<file path="config.mk">
export PLATFORM = sky130hd
export DESIGN_NAME = bnn_window_sched
export DESIGN_NICKNAME = d
export VERILOG_FILES = /design/src/rtl/bnn_pkg.sv /design/src/rtl/xnor_pop_row.sv /design/src/rtl/bnn_window_sched.sv
export SDC_FILE = /design/constraint.sdc
export NUM_CORES = 1
export LEC_CHECK = 0
export CAP_MARGIN = 10
export CORE_ASPECT_RATIO = 2
export CORE_MARGIN = 1.5
export CORE_UTILIZATION = 50
export CTS_CLUSTER_DIAMETER = 30
export CTS_CLUSTER_SIZE = 28
export DETAILED_ROUTE_END_ITERATION = 7
export PLACE_DENSITY = 0.8
export SLEW_MARGIN = 30
export SYNTH_ARGS = -nofsm -noshare
export SYNTH_HDL_FRONTEND = slang
export SYNTH_SLANG_ARGS = --single-unit
export TNS_END_PERCENT = 20
</file>
<file path="constraint.sdc">
create_clock -name clk -period 17.15 [get_ports clk]
set_clock_uncertainty 0.05 [all_clocks]
set_input_delay 4.2875 -clock clk [delete_from_list [all_inputs] [get_ports clk]]
set_output_delay 4.2875 -clock clk [all_outputs]
set_load 0.1 [all_outputs]
</file>
<file path="src/rtl/bnn_pkg.sv">
// Shared types and constants for the 7x7 binary XNOR-popcount window sequencer.
package bnn_pkg;
  localparam int K       = 7;
  localparam int KK      = K * K;
  localparam int POP_W   = 6;
  localparam int ROW_W   = 3;
  localparam int SCORE_W = 7;
  localparam logic [SCORE_W-1:0] SCORE_BIAS = 7'd49;

  typedef enum logic [1:0] {IDLE, CALC, OUT} state_e;

  // Signed +/-1 dot product from a match count: 2*pop - 49 in 7-bit arithmetic.
  function automatic logic [SCORE_W-1:0] to_score(input logic [POP_W-1:0] acc);
    return {acc, 1'b0} - SCORE_BIAS;
  endfunction
endpackage

</file>
<file path="src/rtl/xnor_pop_row.sv">
// One kernel row of the binary datapath: bitwise XNOR then population count.
module xnor_pop_row
  import bnn_pkg::*;
#(
  parameter int N     = K,
  parameter int CNT_W = $clog2(N + 1)
) (
  input  logic [N-1:0]     img_i,
  input  logic [N-1:0]     w_i,
  output logic [CNT_W-1:0] pop_o
);
  logic [N-1:0] match;

  always_comb begin
    match = ~(img_i ^ w_i);
    pop_o = '0;
    for (int i = 0; i < N; i++) pop_o = pop_o + CNT_W'(match[i]);
  end
endmodule

</file>
<file path="src/rtl/bnn_window_sched.sv">
// Kernel holder and row-serial XNOR/popcount sequencer for 7x7 binary windows.
// Optional thresholded activation output is built when BNN_THRESH_EN is defined.
module bnn_window_sched #(
  parameter int K        = bnn_pkg::K,
  parameter int THRESH_W = 7
) (
  input  logic                clk,
  input  logic                rst,
  input  logic                flush,
  input  logic                w_valid,
  input  logic [K-1:0]        w_row,
  output logic                w_ready,
  input  logic                in_valid,
  input  logic [K*K-1:0]      in_img,
  output logic                in_ready,
  input  logic [THRESH_W-1:0] thresh,
  output logic                out_valid,
  input  logic                out_ready,
  output logic [5:0]          out_pop,
  output logic [6:0]          out_score,
  output logic                out_act,
  output bnn_pkg::state_e     dbg_state_o
);
  import bnn_pkg::*;

  localparam int CNT_W = $clog2(K + 1);
  localparam logic [ROW_W-1:0] ROW_LAST = ROW_W'(K - 1);

  // Handshakes: a transfer happens on a rising edge where valid && ready;
  // valid never waits on ready, and out_valid holds its data until taken.
  state_e               state_q, state_d;
  logic [ROW_W-1:0]     w_ptr_q, w_ptr_d, row_q, row_d;
  logic [POP_W-1:0]     acc_q, acc_d, acc_sum;
  logic                 w_loaded_q, w_loaded_d;
  logic [K*K-1:0]       img_q, img_d;
  logic                 out_valid_q, out_valid_d, out_act_q, out_act_d;
  logic [POP_W-1:0]     out_pop_q, out_pop_d;
  logic [SCORE_W-1:0]   out_score_q, out_score_d, score_next;
  logic                 act_next, w_accept, in_accept;
  logic [K-1:0]         kernel_q [K];
  logic [K-1:0]         img_rows [K];
  logic [CNT_W-1:0]     row_pop;

  assign w_ready     = (state_q == IDLE);
  assign in_ready    = (state_q == IDLE) && w_loaded_q && !w_valid;
  assign w_accept    = w_valid && w_ready && !flush;
  assign in_accept   = in_valid && in_ready && !flush;
  assign out_valid   = out_valid_q;
  assign out_pop     = out_pop_q;
  assign out_score   = out_score_q;
  assign out_act     = out_act_q;
  assign dbg_state_o = state_q;

  for (genvar r = 0; r < K; r++) begin : g_rows
    assign img_rows[r] = img_q[r*K +: K];
  end

  xnor_pop_row #(.N(K), .CNT_W(CNT_W)) u_row (
    .img_i (img_rows[row_q]),
    .w_i   (kernel_q[row_q]),
    .pop_o (row_pop)
  );

  assign acc_sum    = acc_q + POP_W'(row_pop);
  assign score_next = to_score(acc_sum);

`ifdef BNN_THRESH_EN
  logic [THRESH_W-1:0] thresh_q;

  always_ff @(posedge clk or negedge rst) begin
    if (!rst)           thresh_q <= '0;
    else if (in_accept) thresh_q <= thresh;
  end

  assign act_next = $signed(score_next) >= $signed(thresh_q);
`else
  logic unused_thresh;
  assign unused_thresh = ^thresh;
  assign act_next      = 1'b0;
`endif

  always_comb begin
    state_d     = state_q;
    w_ptr_d     = w_ptr_q;
    row_d       = row_q;
    acc_d       = acc_q;
    w_loaded_d  = w_loaded_q;
    img_d       = img_q;
    out_valid_d = out_valid_q;
    out_pop_d   = out_pop_q;
    out_score_d = out_score_q;
    out_act_d   = out_act_q;
    if (flush) begin
      state_d     = IDLE;
      out_valid_d = 1'b0;
      w_ptr_d     = '0;
    end else begin
      case (state_q)
        IDLE: begin
          if (w_accept) begin
            // Starting a new load invalidates the kernel until row K-1 lands.
            w_ptr_d = (w_ptr_q == ROW_LAST) ? '0 : w_ptr_q + 1'b1;
            if (w_ptr_q == ROW_LAST)  w_loaded_d = 1'b1;
            else if (w_ptr_q == '0)   w_loaded_d = 1'b0;
          end else if (in_accept) begin
            img_d   = in_img;
            acc_d   = '0;
            row_d   = '0;
            state_d = CALC;
          end
        end
        CALC: begin
          acc_d = acc_sum;
          row_d = row_q + 1'b1;
          if (row_q == ROW_LAST) begin
            row_d       = '0;
            state_d     = OUT;
            out_valid_d = 1'b1;
            out_pop_d   = acc_sum;
            out_score_d = score_next;
            out_act_d   = act_next;
          end
        end
        OUT: begin
          if (out_ready) begin
            state_d     = IDLE;
            out_valid_d = 1'b0;
          end
        end
        default: state_d = IDLE;
      endcase
    end
  end

  always_ff @(posedge clk or negedge rst) begin
    if (!rst) begin
      state_q     <= IDLE;
      w_ptr_q     <= '0;
      row_q       <= '0;
      acc_q       <= '0;
      w_loaded_q  <= 1'b0;
      img_q       <= '0;
      out_valid_q <= 1'b0;
      out_pop_q   <= '0;
      out_score_q <= '0;
      out_act_q   <= 1'b0;
    end else begin
      state_q     <= state_d;
      w_ptr_q     <= w_ptr_d;
      row_q       <= row_d;
      acc_q       <= acc_d;
      w_loaded_q  <= w_loaded_d;
      img_q       <= img_d;
      out_valid_q <= out_valid_d;
      out_pop_q   <= out_pop_d;
      out_score_q <= out_score_d;
      out_act_q   <= out_act_d;
    end
  end

  always_ff @(posedge clk or negedge rst) begin
    if (!rst) begin
      for (int r = 0; r < K; r++) kernel_q[r] <= '0;
    end else if (w_accept) begin
      kernel_q[w_ptr_q] <= w_row;
    end
  end
endmodule

</file>
After elaboration in Yosys (flattened, before gate mapping) --
Index checks and enable logic that the tools add are counted.
Word-level totals: flip-flop bits (word level) 127, bits in latches 0, memory bits (writable) 0, memory bits (read-only) 0, output and inout port bits 19, word-level logic and storage cells 100, memories 0
Cells by class: $add $sub $neg 10, multipliers 0, divide/modulo/power cells 0, magnitude comparators 3, eq/ne operators 10, shift-type cells 0, mux-type cells 32, bitwise gates (word level) 6, reductions and logical operators 23
Operator list (number):
- bitwise mux 49 bit | 1
- binary-select mux 7 bit (select 3 bit) | 2
- 2-to-1 mux 7 bit | 5
- demux 7 bit (select 3 bit) | 1
- 2-to-1 mux 3 bit | 7
- AND reduction 4 bit | 4
- adder 3 x 1 -> 3 bit | 5
- 2-to-1 mux 6 bit | 2
- case mux 6 bit (2 select lines) | 1
- 2-to-1 mux 2 bit | 5
- inequality test 3 bit (second input constant) | 3
- greater-or-equal comparator 4 bit (second input constant) | 2
- inverter 3 -> 4 bit | 2
- nonzero test 2 bit | 4
- logical AND 1 bit | 7
- inverter 7 bit | 1
- subtractor 7 x 6 -> 7 bit (second input constant) | 1
- XOR 7 bit | 1
- adder 3 x 1 -> 3 bit (second input constant) | 2
- adder 6 x 3 -> 6 bit | 1
- == test 3 bit (second input constant) | 2
- case mux 2 bit (3 select lines) | 1
- case mux 3 bit (2 select lines) | 1
- AND reduction 3 bit | 2
- other kinds (15) | 21

Longest topological paths before layout --
depth after elaboration 14, gate-level depth with buffers 19, gate-level depth less buffers 19

Cells and area by module --
From an unflattened synthesis, not the netlist that was laid out.
Unflattened totals: cell total of the unflattened synthesis 484, area, all modules 6140.9 sq um
By module, submodules not included:
- bnn_window_sched | instances 1, cells each 470, area each 5988.2 sq um, sequential area each 3178.0 sq um
- xnor_pop_row | instances 1, cells each 14, area each 152.6 sq um, sequential area each 0.0 sq um

Least setup slack after synthesis --
OpenSTA, ideal clock, no wires.
kind input port to output port, from input w_valid, to output in_ready, data arrival time 5.149 ns, data required time 12.812 ns, slack 7.663 ns, stages 2, path buffers 0, path through inv_1 -> and3_1
Between the ends: word-level cells in the longest chain between the ends 2
Ends and longest elaborated chain:
- start, declared | line bnn_window_sched.sv:10 | input logic w_valid,
- zero test 1 bit | line bnn_window_sched.sv:45 | assign in_ready = (state_q == IDLE) && w_loaded_q && !w_valid;
- logical AND 1 bit | line bnn_window_sched.sv:45
- end, declared | line bnn_window_sched.sv:15 | output logic in_ready,
No other way between the ends.

Final worst setup path --
Same ends and word-level chain as after synthesis.

==> flow_summary.yaml <==
synth:
  yosysTopAreaCell: "dfrtp_1"
  synth-edff-count: 0
  syn_area_per_cell_um2: 13.17
  synth_top_area_share_pct: 52.80
  syn_inst: 457
  synth_ff_type: "dfrtp_1"
  synth_area_leaders: "dfrtp_1 53%, mux2_2 19%, mux4_2 5.2%, xnor2_1 2.8%, xor2_1 2.3%"
  synth_nets: 538
  syn_area_um2: 6020
  yosysWarnings: 0
  synthDistinctLibCells: 47
  ys_ff_latch: 127
  ys_top_cells_by_count: "127 x dfrtp_1, 100 x mux2_2, 28 x nand2_1"
  ys_async_sr_fraction_pct: 100.0
  synth_seq_area_share_pct: 52.80
  synth_most_common_cell: "dfrtp_1"
worst_hold_path:
  worstHoldStart: "out_score[3]$_DFFE_PN0P_"
  hold_depth: 2
  hp-class: "flip-flop to flip-flop"
  min_to: "out_score[3]$_DFFE_PN0P_"
setup_path:
  crit_path_start_kind: "primary input"
  worstReg2RegEnd: "out_score[6]$_DFFE_PN0P_"
  rr_worst_depth: 18
  crit_family: "buffers and inverters"
  path_common_cell: "clkdlybuf4s50_1"
  cp.arrival_ns: 6.12
  criticalPathCategory: "primary input to output port"
  endpoint_kind: "output port"
  critical_path_buf_inv_count: 3
  path_max_fanout: 3
  cp_data_required_time_ns: 12.81
  crit_chain: "clkdlybuf4s50_1, inv_1, and3_1, clkdlybuf4s50_1"
  rr_startpoint: "row_q[0]$_DFFE_PN0P_"
  max_stage_delay_ns: 1.13
  reg2reg_slack_ns: 11.33
  critPathSlowestCell: "clkdlybuf4s50_1"
final_layout:
  stdcell_area_um2: 7521
  syn_to_final_growth_pct: 24.94
  drive_gt1_share_pct: 28.88
  diodes: 0
  nets: 615
global_route:
  grt_max_degree: 75
  grt_util_all_layers_pct: 21.89
  grt_pass1_vias: 4152
  grt_pass1_wl_mm: 20.61
  overflow: 0
  antenna_found_initial: 0
die:
  fp.dieH_um: 158.2
  dieWidth_um: 80.59
  ioPinCount: 88
  coreArea_um2: 11700
  die_area_um2: 12750
  start_util_pct: 51.44
  rows: 56
routing:
  ant_nets: 0
  dr_total_vias: 3876
  drt-vias-per-instance: 5.601
  drcViolationCount: 0
  firstDrtPassIters: 5
  drt_iter0_markers: 246
  drt-total-wl_mm: 12.41
  wl_per_cell_um: 17.93
clock_tree:
  clk_path_buf_depth: 2
  cts_tree: "yes"
  cts_root_buf: "clkbuf_16"
  worstSkewPairLatency_ns: 0.41
  cts.sinks: 127
  path_clk_slew_ns: 0.05
  htreeDepth: 4
  cts_buffers: 17
  postCtsSetupRepairBufs: 0
  postCtsResizedCells: 0
  postCtsHoldBufs: 0
job:
  drv_cap: 0
timing:
  min_period_over_period_pct: 61.00
  maxSlewViolCount: 0
  finalSetupTns_ns: 0
  slew_headroom_pct: 34.80
  hold_violations: 0
  worstMarginPinSlew_ns: 0.9749
  period_minus_slack_ns: 10.46
  finalSetupViolCount: 0
  max_freq_mhz: 95.60
  rsz0062_at_grt: "false"
placed_design:
  dp_hpwl_mm: 8.511
  place_congestion: 0.7910
  io_buffer_count: 79
  dpl_cell_area_um2: 6904
run_status:
  status: "finished, final reports clean"
pwr:
  peakVddDrop_mv: 0.1315
  power_mw: 1.110
  leakage_nw: 3.454
  powerDensity_nw_per_um2: 147.6
==> worst reg2reg max path, stage by stage (launching register included) <==
cell and delay, ns:
dfrtp_1 0.32, buf_4 0.39, mux4_2 0.61, xor2_1 0.18, o21ai_0 0.13, ha_1 0.32, inv_1 0.06, fa_1 0.51
fa_1 0.55, inv_1 0.04, ha_1 0.19, fa_1 0.38, xor2_1 0.21, ha_1 0.32, a21oi_1 0.31, a21boi_0 0.18
or4_1 0.55, xnor2_1 0.14, mux2_2 0.26
==> power breakdown <==
part / total (mW) / switching (mW) / internal, mW
registers: 0.357 / 0.0228 / 0.334
clock network: 0.362 / 0.126 / 0.236
logic: 0.391 / 0.211 / 0.180
==> metrics by stage <==
step	util [%]	instances	worst slack [ns]	hold slack, ns
after floorplan	-	457	7.663	0.4063
after global placement	59.00	660	6.702	0.3999
after detailed placement	59.00	660	6.684	0.4192
after CTS	64.24	692	6.682	0.4314
after global routing	64.28	692	6.636	0.4488
final	64.28	692	6.689	0.4255
==> cell families (layout without fill, tap and decap cells) <==
logic type      Yosys count  count (layout)  synth area share (%)
compound gates           58              58                 5.883
xor+xnor                 35              35                 5.092
fa+ha+maj                12              12                 2.993
buf+inv                  32             122                 2.349
flops                   127             127                 52.80
mux                     115             115                 24.11
other cells               1               1               0.06230
simple gates             77              77                 6.714
==> placed cells by master, fill, tap and decap left out, types with 14 or more instances in the layout <==
cell	n
mux4_2	14
a21oi_1	14
xor2_1	16
o21ai_0	24
clkbuf_16	17
nand2_1	28
clkdlybuf4s50_1	78
dfrtp_1	127
nor2_1	19
mux2_2	100
xnor2_1	19
==> layer usage <==
metal	up-vias	wire length (µm)	track usage (%)
li1	1770	-	-
met1	1986	4375	22.93
met2	99	7366	41.14
met3	21	411	4.669
met4	0	253	8.867
met5	-	0	0
==> worst max-delay path by stage <==
stage                        from        to  cells past startpoint
after CTS                 w_valid  in_ready                      4
final                     w_valid  in_ready                      4
after detailed placement  w_valid  in_ready                      4
after global placement    w_valid  in_ready                      4
after global routing      w_valid  in_ready                      4
after floorplan           w_valid  in_ready                      2
==> cell type report <==
| type | instances | area, µm² |
|---|---|---|
| multi-input cells | 298 | 2700 |
| flip-flops and latches | 127 | 3178 |
| fillers | 901 | 4180 |
| repair buffers | 83 | 822.0 |
| clock buffers | 23 | 508.0 |
| clock inverters | 9 | 105.1 |
| well taps | 145 | 181.4 |
| inverters | 7 | 26.28 |
==> sequential cells by signal, indices dropped and copies added (netlist names) <==
name / count
out_pop: 6
w_loaded_q: 1
img_q: 49
dbg_state_o: 2
w_ptr_q: 3
out_score: 7
out_valid: 1
kernel_q: 49
row_q: 3
acc_q: 6
Power figures use the tool's default switching activity.
